===== config.mk =====
export PLATFORM = sky130hd
export DESIGN_NAME = requant_output_packer
export DESIGN_NICKNAME = d
export VERILOG_FILES = /design/src/rtl/requant_output_packer.sv
export SDC_FILE = /design/constraint.sdc
export NUM_CORES = 1
export LEC_CHECK = 0
export CORE_AREA = 2 2 199 181
export DETAILED_ROUTE_END_ITERATION = 10
export DIE_AREA = 0 0 201 183
export GPL_ROUTABILITY_DRIVEN = 0
export PLACE_DENSITY = 0.74
export RECOVER_POWER = 100
export SLEW_MARGIN = 40
export SYNTH_ARGS = -nofsm -noshare
export SYNTH_HDL_FRONTEND = slang
export SYNTH_SLANG_ARGS = --single-unit

===== constraint.sdc =====
create_clock -name clk -period 9.4 [get_ports clk]
set_input_delay 1.88 -clock clk [delete_from_list [all_inputs] [get_ports clk]]
set_output_delay 1.88 -clock clk [all_outputs]
set_load 0.02 [all_outputs]

===== src/rtl/requant_output_packer.sv =====
// Collects per-channel int8 requantizer results, aligns the SA_N channels of each pixel
// through small FIFOs and writes one channels-last word per pixel to activation memory.
module requant_output_packer #(
  parameter int SA_N       = 4,
  parameter int MAX_N      = 16,
  parameter int N_BITS     = $clog2(MAX_N),
  parameter int ADDR_W     = 16,
  parameter int FIFO_DEPTH = 4
) (
  input  logic                            clk,
  input  logic                            reset,
  input  logic                            start,
  input  logic [ADDR_W-1:0]               base_addr,
  input  logic [ADDR_W-1:0]               row_stride,
  input  logic [2*N_BITS:0]               num_pixels,
  input  logic [SA_N-1:0]                 in_valid,
  input  logic [SA_N-1:0][N_BITS-1:0]     in_row,
  input  logic [SA_N-1:0][N_BITS-1:0]     in_col,
  input  logic [SA_N-1:0][7:0]            in_data,
  output logic                            mem_wr_en,
  output logic [ADDR_W-1:0]               mem_addr,
  output logic [8*SA_N-1:0]               mem_wdata,
  input  logic                            mem_ready,
  output logic                            busy,
  output logic                            done,
  output logic [SA_N-1:0]                 overflow,
  output logic                            mismatch
);
  localparam int PTR_W = $clog2(FIFO_DEPTH);
  localparam int ENT_W = 2*N_BITS + 8;
  localparam int CNT_W = 2*N_BITS + 1;

  typedef enum logic {IDLE, RUN} state_t;
  state_t state, state_nxt;

  function automatic logic [ADDR_W-1:0] calc_addr(input logic [ADDR_W-1:0] base,
                                                  input logic [ADDR_W-1:0] stride,
                                                  input logic [N_BITS-1:0] row,
                                                  input logic [N_BITS-1:0] col);
    calc_addr = base + stride * ADDR_W'(row) + ADDR_W'(col);
  endfunction

  logic [ADDR_W-1:0] base_q, stride_q;
  logic [CNT_W-1:0]  npix_q, count_q, loaded_q;

  // p0: per-channel FIFOs holding {row, col, data}
  logic [ENT_W-1:0] fifo_p0 [SA_N][FIFO_DEPTH];
  logic [PTR_W:0]   wr_ptr [SA_N];
  logic [PTR_W:0]   rd_ptr [SA_N];
  logic [ENT_W-1:0] head_p0 [SA_N];
  logic [SA_N-1:0]  empty, full, push_ok, push_drop;

  // p1: output word register, valid doubles as the write request
  logic              vld_p1;
  logic [ADDR_W-1:0] addr_p1;
  logic [8*SA_N-1:0] wdata_p1;

  logic              pop, acc, fin, mis_nxt;
  logic [ADDR_W-1:0] addr_nxt;
  logic [8*SA_N-1:0] wdata_nxt;

  assign acc = vld_p1 && mem_ready;

  always_comb begin
    for (int ch = 0; ch < SA_N; ch++) begin
      empty[ch]   = (wr_ptr[ch] == rd_ptr[ch]);
      full[ch]    = ((wr_ptr[ch] - rd_ptr[ch]) == (PTR_W+1)'(FIFO_DEPTH));
      head_p0[ch] = fifo_p0[ch][rd_ptr[ch][PTR_W-1:0]];
    end
  end

  // Pops stop once every word of the tile has been loaded, so leftovers stay queued.
  assign pop = (state == RUN) && (&(~empty)) && (!vld_p1 || mem_ready) && (loaded_q < npix_q);

  always_comb begin
    for (int ch = 0; ch < SA_N; ch++) begin
      push_ok[ch]   = (state == RUN) && in_valid[ch] && (!full[ch] || pop);
      push_drop[ch] = (state == RUN) && in_valid[ch] && full[ch] && !pop;
    end
  end

  always_comb begin
    wdata_nxt = '0;
    mis_nxt   = 1'b0;
    for (int ch = 0; ch < SA_N; ch++) begin
      wdata_nxt[8*ch +: 8] = head_p0[ch][7:0];
      if (head_p0[ch][ENT_W-1:8] != head_p0[0][ENT_W-1:8]) mis_nxt = 1'b1;
    end
    addr_nxt = calc_addr(base_q, stride_q, head_p0[0][8+N_BITS +: N_BITS], head_p0[0][8 +: N_BITS]);
  end

  assign fin = (state == RUN) &&
               ((count_q == npix_q && !vld_p1) || (acc && (count_q + CNT_W'(1)) == npix_q));

  always_comb begin
    state_nxt = state;
    case (state)
      IDLE:    if (start) state_nxt = RUN;
      RUN:     if (fin)   state_nxt = IDLE;
      default: state_nxt = IDLE;
    endcase
  end

  always_ff @(posedge clk or negedge reset) begin
    if (!reset) begin
      state    <= IDLE;
      count_q  <= '0;
      loaded_q <= '0;
      overflow <= '0;
      mismatch <= 1'b0;
      done     <= 1'b0;
      vld_p1   <= 1'b0;
      addr_p1  <= '0;
      wdata_p1 <= '0;
      for (int ch = 0; ch < SA_N; ch++) begin
        wr_ptr[ch] <= '0;
        rd_ptr[ch] <= '0;
      end
    end else begin
      state <= state_nxt;
      done  <= fin;
      if (state == IDLE && start) begin
        count_q  <= '0;
        loaded_q <= '0;
        overflow <= '0;
        mismatch <= 1'b0;
      end else begin
        if (acc) count_q  <= count_q + CNT_W'(1);
        if (pop) loaded_q <= loaded_q + CNT_W'(1);
        overflow <= overflow | push_drop;
        if (pop && mis_nxt) mismatch <= 1'b1;
      end
      if (pop) begin
        vld_p1   <= 1'b1;
        addr_p1  <= addr_nxt;
        wdata_p1 <= wdata_nxt;
      end else if (acc) begin
        vld_p1 <= 1'b0;
      end
      for (int ch = 0; ch < SA_N; ch++) begin
        if (state == IDLE || fin) begin
          wr_ptr[ch] <= '0;
          rd_ptr[ch] <= '0;
        end else begin
          if (push_ok[ch]) wr_ptr[ch] <= wr_ptr[ch] + (PTR_W+1)'(1);
          if (pop)         rd_ptr[ch] <= rd_ptr[ch] + (PTR_W+1)'(1);
        end
      end
    end
  end

  always_ff @(posedge clk) begin
    if (state == IDLE && start) begin
      base_q   <= base_addr;
      stride_q <= row_stride;
      npix_q   <= num_pixels;
    end
    for (int ch = 0; ch < SA_N; ch++)
      if (push_ok[ch]) fifo_p0[ch][wr_ptr[ch][PTR_W-1:0]] <= {in_row[ch], in_col[ch], in_data[ch]};
  end

  assign mem_wr_en = vld_p1;
  assign mem_addr  = addr_p1;
  assign mem_wdata = wdata_p1;
  assign busy      = (state == RUN);

endmodule


# == After elaboration in Yosys (flattened, before gate mapping) ==
# Memories as Yosys holds them, arrays and structs flattened.
# Cells that the tools add are included.
# classes
eq_ne,13
add_sub_neg,16
bitwise_logic,11
order_cmp,13
reduce_logical,52
mul,1
shift,0
n_mux,59
n_div,0
# op_table
cell,count
2-to-1 mux 64 bit,4
2-to-1 mux 16 bit,12
binary-select mux 16 bit (select 2 bit),4
demux 16 bit (select 2 bit),4
2-to-1 mux 3 bit,16
2-to-1 mux 9 bit,4
logical AND 1 bit,29
"adder 3 x 1 -> 3 bit, second input constant",8
"greater-or-equal comparator 3 bit, second input constant",8
inequality test 8 bit,3
inverter 2 -> 3 bit,8
"adder 9 x 1 -> 9 bit, second input constant",2
equality test 9 bit,2
nonzero test 2 bit,9
adder 16 bit,1
adder 16 x 4 -> 16 bit,1
multiplier 16 x 4 -> 16 bit,1
2-to-1 mux 1 bit,13
equality test 3 bit,4
"equality test 3 bit, second input constant",4
"less-than comparator 3 x 1 -> 1 bit, second input constant",4
subtractor 3 bit,4
less-than comparator 9 bit,1
logical OR 1 bit,7
7 further kinds,12
# word_totals
romBits,0
mem_bits_rw,256
memories,1
output_inout_bits,56
latchBits,0
regBits,139
# memory_table
name,depth,word_bits,rd,rd_clocked_by_memory_dff,write_ports,line_no,source
fifo_p0,4,64,4,0,4,47,logic [ENT_W-1:0] fifo_p0 [SA_N][FIFO_DEPTH];

# == Depth between registers and ports, before layout ==
# logic_depth
word_depth,11
mapped_depth,20

# == Worst setup path before layout ==
# Ideal clock, no wire load.
# synth_path
path_type,register to register
from,register rd_ptr[9] in the netlist's numbering
to,register addr_p1[14] (netlist: mem_addr[14])
setup_time_ns,0.136
arrival_time_ns,4.828
setup_slack_ns,4.436
stages_incl_launch_ff,18
t_required_ns,9.264
path_cell_list,dfrtp_1 buf_6 mux4_1 clkbuf_1 and2_1 fa_1 fa_1 inv_1 fa_1 inv_1 ha_1 nor2b_1 o21ai_0 a21boi_0 a311o_1 o41ai_1 xor2_1 o21ai_0
# synth_via
elab_chain_len,7
word_cells_on_any_way,13
cone_classes,2 x add/sub; 1 x mul; 1 x eq/ne; 3 x mux; 2 x bitwise; 4 x reduce/logical
# synth_lines
element,line_no,source
"start, declared",49,logic [PTR_W:0] rd_ptr [SA_N];
"start signal, assigned by index",146,if (pop) rd_ptr[ch] <= rd_ptr[ch] + (PTR_W+1)'(1);
inverter 2 -> 3 bit (implied by the code),68,head_p0[ch] = fifo_p0[ch][rd_ptr[ch][PTR_W-1:0]];
binary-select mux 16 bit (select 2 bit),68,
2-to-1 mux 16 bit (implied by the code) (2 in series),68,
multiplier 16 x 4 -> 16 bit,40,calc_addr = base + stride * ADDR_W'(row) + ADDR_W'(col);
adder 16 bit,40,
adder 16 x 4 -> 16 bit,40,
"end signal, assigned",135,addr_p1 <= addr_nxt;
"end, declared",55,logic [ADDR_W-1:0] addr_p1;
# Several ways; a longest one is shown, not always the timed one. The select of a mux whose other input is x is not followed.
# A chain may end at the register's enable or synchronous reset.

# == Final worst setup path ==
# layout_path
from,input mem_ready
to,register wr_ptr[9] in the netlist's numbering
# layout_via
elab_chain_len,6
word_cells_on_any_way,12
cone_classes,1 x mux; 11 x reduce/logical
# layout_lines
element,line_no,source
"start, declared",23,"input logic mem_ready,"
logical AND 1 bit or logical OR 1 bit (tied branches),"62, 73",
"logical AND 1 bit, on equally long branches","93, 73",
logical OR 1 bit or logical AND 1 bit (tied branches),"93, 73",
logical AND 1 bit or logical OR 1 bit (tied branches),"92, 77",
logical OR 1 bit or logical AND 1 bit (tied branches),"141, 77",
2-to-1 mux 3 bit or nonzero test 2 bit (tied branches),--,
"end signal, assigned by index",145,if (push_ok[ch]) wr_ptr[ch] <= wr_ptr[ch] + (PTR_W+1)'(1);
"end, declared",48,logic [PTR_W:0] wr_ptr [SA_N];
# Several ways; a longest one is shown, not always the timed one.

==> flow_summary_export.csv <==
group,metric,value,unit
global_route,grt-ovfl-total,0,
cts,insertion_delay,0.55,ns
cts,h-tree-depth,2,
place,dp_hpwl,26800,um
critical_path,worst-path-max-fanout,45,
die,die-area,0.0368,mm^2
place,place.port_buffers,168,
finish,drive_gt1_frac,0.0897,
logic_synthesis,synth.distinct_cells,56,
die,rows,65,
sta,tightestPinTransition,3.07,ns
critical_path,reg2reg_depth,9,
hold_path,hold_path_depth,2,
global_route,antenna_found_initial,9,
sta,relSlewSlack,-1.05,
cts,post_cts_resized,0,
logic_synthesis,synth_edf_count,297,
status,outcome,"finished with violations",
logic_synthesis,syn_inst,1270,
critical_path,cp_data_required_time,9.85,ns
finish,final_nets,1670,
cts,cts.path.max_buffers,3,
sta,drv_slew,244,
finish,ff_latch_area,0.0114,mm^2
critical_path,end_kind,"register",
critical_path,r2r-start,"npix_q[7]",
route,via_per_inst,5.43,
sta,setup_violations,0,
route,ant_nets,0,
cts,cts_tree,"done",
finish,syn_to_final_growth,19.0,%
cts,cts_num_sinks,395,
logic_synthesis,syn-num-nets,1491,
sta,period_needed,7.22,ns
global_route,grt_pass1_vias,11100,
route,vias,10600,
sta,fin_setup_tns,0,ns
die,die_h,183,um
critical_path,r2r-end,"wr_ptr[9]",
critical_path,critPathKind,"in2reg",
critical_path,cp.arrival,7.66,ns
finish,n_fill_cell,2617,
hold_path,hp-class,"reg2reg",
cts,cts_setup_buffers,0,
die,dieWidth,201,um
die,core-area,0.0347,mm^2
logic_synthesis,yosysSeqAreaShare,0.625,
route,wire_per_inst,19.9,um
finish,multiInputGateArea,0.00618,mm^2
cts,clkSlewWorstSetupHoldPaths,0.06,ns
cts,cts_made_buffers,41,
cts,hold_buffers,0,
logic_synthesis,syn_avg_cell_area,14.3,um^2
sta,max_freq,0.139,GHz
die,io_pins,169,
sta,fin_skew,0.0115,ns
logic_synthesis,synth_area,0.0182,mm^2
sta,fin_crit_sh,0.768,
route,drt_iter0_drc,648,
critical_path,cp-start-kind,"input pin",
hold_path,min_from,"mem_wdata[0]",
run,max_cap_violations,6,
global_route,grt_pass1_wl,61200,um
hold_path,min_to,"mem_wdata[0]",
sta,rsz0062_at_grt,"false",
global_route,grt_usage,0.217,
die,start_util,0.524,
route,drc_errors,0,
logic_synthesis,synth_ff_type,"edfxtp_1",
route,firstDrtPassIters,5,
logic_synthesis,ys_seq_elements,395,
cts,clock-root-buffer,"clkbuf_16",
global_route,grt_max_degree,65,
sta,hold_viol,0,
logic_synthesis,ys_warn_count,0,
status,violations,"capacitance limit, slew limit",
logic_synthesis,async_flop_share,0.248,
critical_path,r2r_slack,3.35,ns
critical_path,crit_start,"mem_ready",
route,wl,39000,um
-- worst max path at each step --
stage / to
after floorplan: mem_addr[14]
after global placement: mem_addr[14]
after detailed placement: mem_addr[14]
after CTS: mem_addr[14]
after global routing: overflow[0]
final: wr_ptr[9]
-- through the flow --
| stage | cell area, um^2 | hold slack, ns | util | setup slack (ns) | instances |
|---|---|---|---|---|---|
| after floorplan | 18200 | 0.510 | - | 4.44 | 1270 |
| after global placement | 20300 | 0.458 | 0.586 | 3.93 | 1873 |
| after detailed placement | 20400 | 0.462 | 0.587 | 3.80 | 1875 |
| after CTS | 21700 | 0.480 | 0.626 | 3.80 | 1951 |
| after global routing | 21600 | 0.497 | 0.623 | 1.75 | 1954 |
| final | 21600 | 0.472 | 0.623 | 2.18 | 1955 |
-- state kept, by name (all words and copies together), names as in the netlist, 4 cells and up --
signal     flops
fifo_p0      256
mem_wdata     32
base_q        16
mem_addr      16
stride_q      16
rd_ptr        12
wr_ptr        12
count_q        9
loaded_q       9
npix_q         9
overflow       4
-- cells in the mapped netlist, drive strengths merged, types with 2 or more instances --
| library cell | n | area share |
|---|---|---|
| o211ai | 9 | 0.0037 |
| nand2 | 177 | 0.037 |
| a21o | 6 | 0.0025 |
| o22ai | 3 | 0.0010 |
| mux4 | 64 | 0.080 |
| clkbuf | 22 | 0.0046 |
| nor4 | 3 | 0.0010 |
| fa | 42 | 0.046 |
| a2111oi | 3 | 0.0028 |
| a21oi | 41 | 0.011 |
| and3 | 9 | 0.0031 |
| o21a | 7 | 0.0029 |
| inv | 106 | 0.022 |
| o41ai | 2 | 0.00096 |
| xor2 | 21 | 0.010 |
| and2 | 56 | 0.019 |
| o21ai | 36 | 0.0099 |
| edfxtp | 297 | 0.49 |
| nor3 | 10 | 0.0028 |
| a211o | 5 | 0.0024 |
| ha | 66 | 0.045 |
| or3 | 13 | 0.0045 |
| dfrtp | 98 | 0.13 |
| nand4 | 8 | 0.0028 |
| nor2 | 23 | 0.0047 |
| a2111o | 4 | 0.0025 |
| a31oi | 5 | 0.0017 |
| buf | 24 | 0.0069 |
| a21boi | 3 | 0.0012 |
| o31ai | 6 | 0.0025 |
| xnor2 | 35 | 0.017 |
| nand3 | 35 | 0.0096 |
| nand2b | 6 | 0.0021 |
| o21bai | 2 | 0.00083 |
| or4 | 4 | 0.0017 |
| nor2b | 8 | 0.0028 |
-- routing by layer --
layer | share of wire | vias to the layer above | GRT usage
met3 | 0.056 | 68 | 0.0432
met2 | 0.49 | 276 | 0.360
met1 | 0.43 | 5327 | 0.294
li1 | - | 4944 | -
met4 | 0.022 | 8 | 0.0640
met5 | 0.0014 | - | 0
-- final cells by class --
class / count / area share
tap: 469 / 0.0271
antenna: 4 / 0.000463
sequential: 395 / 0.526
timing repair buffer: 182 / 0.0809
multi-input combinational: 722 / 0.286
clock buffer: 57 / 0.0535
clock inverter: 19 / 0.00815
inverter: 107 / 0.0186
-- logic make-up (layout without fill, tap and decap cells) --
logic type / after synthesis / in the layout / share of synthesized area
other cells: 0 / 4 / 0
simple gates: 354 / 354 / 0.0916
compound gates: 138 / 138 / 0.0499
xor+xnor: 56 / 56 / 0.0270
fa+ha+maj: 108 / 108 / 0.0916
buf+inv: 153 / 365 / 0.0336
flops: 395 / 395 / 0.625
mux: 66 / 66 / 0.0812
-- worst max-delay path, stage by stage --
cell and delay [ns]:
dlygate4sd3_1 0.55, nor2b_1 0.09, a2111oi_0 0.66, nand2_1 0.33
or2_0 0.31, a21oi_1 1.32, clkbuf_1 1.97, o211ai_1 0.29
a21oi_1 0.24
-- placed cells by master, fill, tap and decap left out, types with 8 or more instances in the layout --
cell type,instances
a21oi_1,41
and2_0,12
and2_1,44
and3_1,9
clkbuf_1,20
clkbuf_16,42
clkinv_2,8
dfrtp_1,95
dlygate4sd3_1,163
edfxtp_1,297
fa_1,42
ha_1,66
inv_1,106
mux4_2,60
nand2_1,177
nand3_1,35
nand4_1,8
nor2_1,23
nor2b_1,8
nor3_1,10
o211ai_1,9
o21ai_0,35
or3_1,13
xnor2_1,35
xor2_1,21
Power is not shown: default switching activity piles up to over one toggle a cycle in this logic, so the estimate is an artifact.
